### src/rtl/regbus_pkg.sv
// Shared widths, FSM state encoding and requester ids for the register-bus arbiter.
package regbus_pkg;

  localparam int ADDR_W = 8;
  localparam int DATA_W = 8;

  typedef enum logic [1:0] {
    ST_IDLE  = 2'd0,
    ST_ISSUE = 2'd1,
    ST_WAIT  = 2'd2,
    ST_RESP  = 2'd3
  } state_e;

  typedef enum logic {
    REQ_I2C = 1'b0,
    REQ_SPI = 1'b1
  } req_id_e;

endpackage

### src/rtl/rr_arb2.sv
// Two-input winner picker with a last-grant pointer; FIXED_PRIO=1 makes I2C win every tie.
module rr_arb2
  import regbus_pkg::*;
#(
  parameter int FIXED_PRIO = 0
) (
  input  logic    clk,
  input  logic    rst_n,
  input  logic    req_i2c_i,
  input  logic    req_spi_i,
  input  logic    upd_i,
  input  req_id_e upd_id_i,
  output logic    valid_o,
  output req_id_e winner_o
);

  req_id_e last_q;
  req_id_e last_d;

  // last-grant pointer register; reset value lets I2C take the first tie
  always_ff @(posedge clk or negedge rst_n) begin
    if (!rst_n) begin
      last_q <= REQ_SPI;
    end else begin
      last_q <= last_d;
    end
  end

  // pointer moves only when a grant is actually issued
  always_comb begin
    last_d = last_q;
    if (upd_i) begin
      last_d = upd_id_i;
    end else begin
      last_d = last_q;
    end
  end

  // winner selection
  always_comb begin
    valid_o  = req_i2c_i | req_spi_i;
    winner_o = REQ_I2C;
    if (req_i2c_i && req_spi_i) begin
      if (FIXED_PRIO != 0) begin
        winner_o = REQ_I2C;
      end else if (last_q == REQ_I2C) begin
        winner_o = REQ_SPI;
      end else begin
        winner_o = REQ_I2C;
      end
    end else if (req_spi_i) begin
      winner_o = REQ_SPI;
    end else begin
      winner_o = REQ_I2C;
    end
  end

endmodule

### src/rtl/regbus_arbiter.sv
// Arbitrates I2C and SPI register-bus requests onto one register-file port.
// Define REGBUS_ARB_GCNT_EN to build the per-requester 16-bit grant counters.
module regbus_arbiter
  import regbus_pkg::*;
#(
  parameter int RD_LATENCY = 1,
  parameter int FIXED_PRIO = 0
) (
  input  logic              clk,
  input  logic              rst_n,
  input  logic              i2c_req,
  input  logic              i2c_we,
  input  logic [ADDR_W-1:0] i2c_addr,
  input  logic [DATA_W-1:0] i2c_wdata,
  output logic              i2c_gnt,
  output logic              i2c_rvalid,
  output logic [DATA_W-1:0] i2c_rdata,
  input  logic              spi_req,
  input  logic              spi_we,
  input  logic [ADDR_W-1:0] spi_addr,
  input  logic [DATA_W-1:0] spi_wdata,
  output logic              spi_gnt,
  output logic              spi_rvalid,
  output logic [DATA_W-1:0] spi_rdata,
  output logic [ADDR_W-1:0] reg_addr,
  output logic [DATA_W-1:0] reg_wdata,
  output logic              reg_wr,
  output logic              reg_rd,
  input  logic [DATA_W-1:0] reg_rdata,
  output logic [15:0]       i2c_gcnt,
  output logic [15:0]       spi_gcnt
);

  localparam int                LAT_W    = 2;
  localparam logic [LAT_W-1:0]  LAST_LAT = LAT_W'(RD_LATENCY - 1);

  state_e            state_q, state_d;
  req_id_e           win_q, win_d;
  logic              we_q, we_d;
  logic [ADDR_W-1:0] addr_q, addr_d;
  logic [DATA_W-1:0] wdata_q, wdata_d;
  logic [LAT_W-1:0]  lat_q, lat_d;
  logic [DATA_W-1:0] i2c_rdata_q, i2c_rdata_d;
  logic [DATA_W-1:0] spi_rdata_q, spi_rdata_d;
  logic              reg_wr_q, reg_wr_d;
  logic              reg_rd_q, reg_rd_d;
  logic              i2c_gnt_q, i2c_gnt_d;
  logic              spi_gnt_q, spi_gnt_d;
  logic              i2c_rvalid_q, i2c_rvalid_d;
  logic              spi_rvalid_q, spi_rvalid_d;
  logic              arb_valid;
  req_id_e           arb_win;

  rr_arb2 #(
    .FIXED_PRIO (FIXED_PRIO)
  ) u_arb (
    .clk       (clk),
    .rst_n     (rst_n),
    .req_i2c_i (i2c_req),
    .req_spi_i (spi_req),
    .upd_i     (state_q == ST_ISSUE),
    .upd_id_i  (win_q),
    .valid_o   (arb_valid),
    .winner_o  (arb_win)
  );

  // state, latched transaction and registered outputs
  always_ff @(posedge clk or negedge rst_n) begin
    if (!rst_n) begin
      state_q      <= ST_IDLE;
      win_q        <= REQ_I2C;
      we_q         <= 1'b0;
      addr_q       <= 8'h00;
      wdata_q      <= 8'h00;
      lat_q        <= 2'd0;
      i2c_rdata_q  <= 8'h00;
      spi_rdata_q  <= 8'h00;
      reg_wr_q     <= 1'b0;
      reg_rd_q     <= 1'b0;
      i2c_gnt_q    <= 1'b0;
      spi_gnt_q    <= 1'b0;
      i2c_rvalid_q <= 1'b0;
      spi_rvalid_q <= 1'b0;
    end else begin
      state_q      <= state_d;
      win_q        <= win_d;
      we_q         <= we_d;
      addr_q       <= addr_d;
      wdata_q      <= wdata_d;
      lat_q        <= lat_d;
      i2c_rdata_q  <= i2c_rdata_d;
      spi_rdata_q  <= spi_rdata_d;
      reg_wr_q     <= reg_wr_d;
      reg_rd_q     <= reg_rd_d;
      i2c_gnt_q    <= i2c_gnt_d;
      spi_gnt_q    <= spi_gnt_d;
      i2c_rvalid_q <= i2c_rvalid_d;
      spi_rvalid_q <= spi_rvalid_d;
    end
  end

  // next-state and next-output logic; pulses are computed one cycle ahead
  always_comb begin
    state_d      = state_q;
    win_d        = win_q;
    we_d         = we_q;
    addr_d       = addr_q;
    wdata_d      = wdata_q;
    lat_d        = lat_q;
    i2c_rdata_d  = i2c_rdata_q;
    spi_rdata_d  = spi_rdata_q;
    reg_wr_d     = 1'b0;
    reg_rd_d     = 1'b0;
    i2c_gnt_d    = 1'b0;
    spi_gnt_d    = 1'b0;
    i2c_rvalid_d = 1'b0;
    spi_rvalid_d = 1'b0;
    case (state_q)
      ST_IDLE: begin
        if (arb_valid) begin
          win_d = arb_win;
          if (arb_win == REQ_SPI) begin
            we_d    = spi_we;
            addr_d  = spi_addr;
            wdata_d = spi_wdata;
          end else begin
            we_d    = i2c_we;
            addr_d  = i2c_addr;
            wdata_d = i2c_wdata;
          end
          reg_wr_d  = we_d;
          reg_rd_d  = ~we_d;
          i2c_gnt_d = (arb_win == REQ_I2C);
          spi_gnt_d = (arb_win == REQ_SPI);
          state_d   = ST_ISSUE;
        end else begin
          state_d = ST_IDLE;
        end
      end
      ST_ISSUE: begin
        lat_d = 2'd0;
        if (we_q) begin
          state_d = ST_IDLE;
        end else begin
          state_d = ST_WAIT;
        end
      end
      ST_WAIT: begin
        // capture on the final latency cycle so rvalid lines up with the data
        if (lat_q == LAST_LAT) begin
          if (win_q == REQ_SPI) begin
            spi_rdata_d  = reg_rdata;
            spi_rvalid_d = 1'b1;
          end else begin
            i2c_rdata_d  = reg_rdata;
            i2c_rvalid_d = 1'b1;
          end
          state_d = ST_RESP;
        end else begin
          lat_d = lat_q + 2'd1;
        end
      end
      ST_RESP: begin
        state_d = ST_IDLE;
      end
      default: begin
        state_d = ST_IDLE;
      end
    endcase
  end

`ifdef REGBUS_ARB_GCNT_EN
  logic [15:0] i2c_gcnt_q;
  logic [15:0] spi_gcnt_q;

  // grant counters advance after each grant pulse and wrap naturally
  always_ff @(posedge clk or negedge rst_n) begin
    if (!rst_n) begin
      i2c_gcnt_q <= 16'h0000;
      spi_gcnt_q <= 16'h0000;
    end else begin
      if (i2c_gnt_q) begin
        i2c_gcnt_q <= i2c_gcnt_q + 16'h0001;
      end
      if (spi_gnt_q) begin
        spi_gcnt_q <= spi_gcnt_q + 16'h0001;
      end
    end
  end

  assign i2c_gcnt = i2c_gcnt_q;
  assign spi_gcnt = spi_gcnt_q;
`else
  assign i2c_gcnt = 16'h0000;
  assign spi_gcnt = 16'h0000;
`endif

  assign i2c_gnt    = i2c_gnt_q;
  assign spi_gnt    = spi_gnt_q;
  assign i2c_rvalid = i2c_rvalid_q;
  assign spi_rvalid = spi_rvalid_q;
  assign i2c_rdata  = i2c_rdata_q;
  assign spi_rdata  = spi_rdata_q;
  assign reg_addr   = addr_q;
  assign reg_wdata  = wdata_q;
  assign reg_wr     = reg_wr_q;
  assign reg_rd     = reg_rd_q;

endmodule

### config.mk
export PLATFORM = sky130hd
export DESIGN_NAME = regbus_arbiter
export DESIGN_NICKNAME = d
export VERILOG_FILES = /design/src/rtl/regbus_pkg.sv /design/src/rtl/rr_arb2.sv /design/src/rtl/regbus_arbiter.sv
export SDC_FILE = /design/constraint.sdc
export NUM_CORES = 1
export LEC_CHECK = 0
export BUFFER_PORTS_ARGS = -buffer_cell sky130_fd_sc_hd__buf_2
export CORE_ASPECT_RATIO = 0.75
export CORE_MARGIN = 5
export CORE_UTILIZATION = 40
export CTS_BUF_LIST = sky130_fd_sc_hd__clkbuf_2
export DETAILED_ROUTE_END_ITERATION = 8
export GPL_TIMING_DRIVEN = 0
export PLACE_DENSITY_LB_ADDON = 0.1
export SLEW_MARGIN = 25
export SYNTH_ARGS = -nofsm -noshare
export SYNTH_HDL_FRONTEND = slang
export SYNTH_SLANG_ARGS = --single-unit
### constraint.sdc
create_clock -name clk -period 1.8 [get_ports clk]
set_clock_uncertainty 0.2 [all_clocks]
set_input_delay 0.09 -clock clk [delete_from_list [all_inputs] [get_ports clk]]
set_output_delay 0.09 -clock clk [all_outputs]
set_load 0.05 [all_outputs]
# == Word level (Yosys, flattened, before mapping) ==
# Index checks and enable logic that the tools add are counted.
# classes
bitwise_logic,4
n_mux,28
n_reduce_logical,8
addsub,1
eq_ne,5
# op_table
op,n
1-bit 2-to-1 mux,21
8-bit 2-to-1 mux,2
2-bit one-hot mux with 4 select lines,1
2-bit 2-to-1 mux,3
3-bit AND reduction,2
2-bit == test (second input constant),2
2-bit logical NOT,2
2-bit != test (second input constant),2
2-bit one-hot mux with 2 select lines,1
2-bit AND reduction,2
1-bit inverter,3
2-bit by 1-bit adder with 2-bit output (second input constant),1
2-bit by 1-bit == test with 1-bit output (second input constant),1
2-bit nonzero test,1
1-bit logical AND,1
1-bit bitwise OR,1
# totals
register_bits,45
out_inout_bits,70
elab_cells,61

# == Depth between registers and ports, before layout ==
# depth
depth_word,8
ltp_mapped,5

# == Cells and area by module ==
# A second synthesis with hierarchy kept.
# unflattened
cells_unflattened,181
hier_area_um2,2112.0
# by_module_without_submodules
mod,seq_area_each_um2,area_each_um2,n_inst,cells_per_inst
regbus_arbiter,1101.1,2057.0,1,177
rr_arb2,26.3,55.1,1,4

# == Worst setup path after synthesis ==
# No wires, ideal clock.
# synth_timing
path_type,reg2reg
start,register u_arb.last_q
end,"register addr_q[3], in the netlist reg_addr[3]"
n_path_buf,2
setup_slack_ps,51
path_stages_with_launch,6
arrival_ps,1424
path_cell_list,dfstp_2 -> a21bo_1 -> buf_6 -> buf_8 -> mux2_4 -> mux2_2
# synth_between
elab_chain_len,3
# synth_rtl
element,line_no,text
"start, declared",rr_arb2.sv:17,req_id_e last_q;
"start signal, assigned",rr_arb2.sv:25,last_q <= last_d;
1-bit 2-to-1 mux,rr_arb2.sv:46,end else if (last_q == REQ_I2C) begin
1-bit 2-to-1 mux,rr_arb2.sv:43,if (req_i2c_i && req_spi_i) begin
8-bit 2-to-1 mux,regbus_arbiter.sv:122,if (arb_win == REQ_SPI) begin
"end signal, assigned",regbus_arbiter.sv:88,addr_q <= addr_d;
"end, declared",regbus_arbiter.sv:40,"logic [ADDR_W-1:0] addr_q, addr_d;"
# Every way passes these cells.
# A chain may end at the register's enable or synchronous reset.

# == Worst setup path after layout ==
# layout_timing
start,register u_arb.last_q
end,"register addr_q[2], in the netlist reg_addr[2]"
# The elaborated chain is that of the path after synthesis.

==> impl_metrics.toml <==
[cells_and_area]
nFillCells = 433
layout-drive-gt1-share_pct = 57.1
diodes = 0
nets = 384
final_cell_count_no_fill = 413
multiInputGateArea_um2 = 897
postLayoutCoreUtil_pct = 64.3
final-seq-area_mm2 = 0.00113
syn2layout_area_growth_pct = 56.8

[sta]
worstMarginPinSlew_ns = 0.547
slew_headroom_pct = 63.5
timing.fmax_mhz = 558
setup_slack_ns = 0.00694
hold-worst-slack_ns = -0.00225
rsz0062_at_grt = "true"
setup_viol = 0
period_minus_slack_ns = 1.79
final_max_slew_viol_count = 0
fin_crit_sh_pct = 99.6
hold_violations = 6

[placed_design]
portBuffers = 83
preCtsSetupSlack_ns = -0.108
gp_congestion = 0.671
placed_cells = 351
dp_hpwl_um = 3420

[worst_setup_path]
cp_top_family = "multiplexers"
reg2reg_slack_ns = 0.007
worstSetupPathType = "flop to flop"
r2r_start = "u_arb.last_q"
start_kind = "flop"
required_ns = 1.91
crit_buf_inv = 2
r2r_end = "reg_addr[2]"
slowest_delay_ns = 0.57
cp-end-kind = "flop"
cp_common_cell = "mux2_2"
reg2reg_depth = 5
cp.arrival_ns = 1.90
cp_max_fo = 6
cpMaxStageDelayCell = "dfstp_2"
path_cells = "a21bo_1 > buf_6 > buf_4 > mux2_2 > mux2_2"

[logic_synthesis]
ys_top_cells_by_area = "dfrtp_1 (50%), mux2_2 (22%), buf_4 (11%)"
ys_ff_latch = 45
syn_area_mm2 = 0.00218
synth_warnings = 0
yosys.cell_types.count = 25
yosysSeqAreaShare_pct = 51.6
synth_cells = 162
synth_top_area_share_pct = 50.4
yosys.area.top_type = "dfrtp_1"
synth_area_per_cell_um2 = 13.5

[detailed_routing]
vias = 1709
viasPerCell = 4.14
post_drt_wl_per_cell_um = 12.8
post-route-drc-count = 0
final_antenna_net_count = 0
dr.pass1.iters = 2
wirelength_um = 5290
drt_iter0_markers = 16

[global_routing]
grt_max_degree = 46
grt_overflow = 0
use_met3_pct = 5.86
antenna_found_initial = 0
busiest_layer = "met2"
grt_use_total_pct = 14.9
met2_usage_pct = 24.4
grt_pass1_wl_um = 8120
grt_pass1_vias = 1761
grtUsageMet1_pct = 17.8

[floorplanning]
dieArea_mm2 = 0.00705
die_x_um = 95.3
rows = 23
coreArea_mm2 = 0.00532
die_y_um = 74
start_util_pct = 41.0
ios = 116

[clock_network]
cts_buffers = 5
clock_latency_ns = 0.38
cts_buffer_depth = 2
clkSinkCount = 45
cts_tree = "built"
cts_root_buffer = "clkbuf_2"
path_clk_slew_ns = 0.21
htreeDepth = 2

[power]
p_total_w = 0.00552
p_leak_nw = 1.81
peakVddDrop_uv = 759
p_per_area_mw_per_mm2 = 1610

[flow_run]
drv_cap = 0

[outcome]
violations = "negative hold slack"
status = "finished with violations"

[hold_path]
hold_class = "input pin to asynchronous set/reset pin"
==> layer usage <==
layer,share of wire [%],vias to the layer above
li1,-,839
met1,43,783
met2,46,81
met3,10,6
met4,0.78,0
met5,0,-
==> placed cells by master, fill, tap and decap left out, drive strengths merged, types with 3 or more instances in the layout <==
cell / instances
nor2: 4
conb: 32
dlygate4sd3: 45
dfrtp: 44
clkbuf: 8
buf: 129
a22o: 3
mux2: 50
inv: 5
==> flip-flops by register name, summed over array words and instances, names as in the netlist, 2 cells and up, named ones only <==
signal,cells
i2c_rdata,8
lat_q,2
reg_addr,8
reg_wdata,8
spi_rdata,8
==> kinds of logic (layout without fill, tap and decap cells) <==
family,after synthesis,count (layout),synth area share (%)
multiplexers,52,52,27.9
AND/OR/NAND/NOR,12,12,3.09
AO/OA/AOI/OAI,8,8,2.69
buffers and inverters,43,188,14.0
other,1,32,0.172
flip-flops,45,45,51.6
adder cells (fa/ha/maj),1,1,0.573
==> synth_stat cells (all sizes together) <==
master  count
mux2       50
dfrtp      44
buf        38
inv         5
nor2        4
a22o        3
mux2i       2
nand2b      2
nor2b       2
o21ai       2
a21bo       1
a21o        1
a21oi       1
conb        1
dfstp       1
ha          1
nand2       1
nand3b      1
nand4b      1
nor3        1
==> worst reg2reg max path: cells and delay by family (launching register included) <==
kind | cells | cell delay (ns)
buffers and inverters | 2 | 0.27
muxes | 2 | 0.59
DFF | 1 | 0.57
AOI/OAI and AO/OA | 1 | 0.11
==> layout make-up <==
| type | instances | share of cell area, % |
|---|---|---|
| Sequential cell | 45 | 32.9 |
| Buffer | 38 | 8.66 |
| Timing Repair Buffer | 137 | 27.8 |
| Multi-Input combinational cell | 105 | 26.2 |
| Clock buffer | 8 | 1.17 |
| Tap cell | 75 | 2.74 |
| Inverter | 5 | 0.548 |
==> how the worst max path moves through the flow <==
| stage | startpoint | endpoint | slack, ns | cells after the start |
|---|---|---|---|---|
| floorplan | u_arb.last_q | reg_addr[3] | 0.05 | 5 |
| global placement | lat_q[0] | spi_rdata[0] | -0.12 | 4 |
| detailed placement | lat_q[0] | i2c_rdata[1] | -0.11 | 5 |
| CTS | u_arb.last_q | reg_addr[6] | -0.02 | 5 |
| global route | u_arb.last_q | reg_addr[2] | -0.05 | 5 |
| finish | u_arb.last_q | reg_addr[2] | 0.007 | 5 |
==> report_power, final <==
| part | internal, W | leakage [nW] | switching, W |
|---|---|---|---|
| clock network | 0.000115 | 0.0332 | 0.000300 |
| logic | 0.00113 | 1.23 | 0.00228 |
| registers | 0.00148 | 0.543 | 0.000209 |
| total | 0.00273 | 1.81 | 0.00279 |
==> per-stage QoR <==
| step | hold WS [ns] | setup TNS [ns] | instance area [µm²] |
|---|---|---|---|
| after floorplan | -0.406 | 0 | 2300 |
| after global placement | 0.119 | -1.98 | 2810 |
| after detailed placement | 0.114 | -1.68 | 2810 |
| after CTS | 0.0417 | -0.150 | 3320 |
| after global routing | 0.0100 | -0.463 | 3430 |
| final | -0.00225 | 0 | 3430 |
==> repair_timing <==
| item | CTS | global route |
|---|---|---|
| hold buffers | 43 | 2 |
| setup buffers | 2 | 6 |
| endpoints found under the setup margin | 24 | 22 |
| gates resized for setup | 3 | 9 |
| gates cloned | 0 | 1 |
| pin swaps | 2 | 1 |
| hold endpoints to repair | 79 | 2 |
Power figures use the tool's default switching activity.
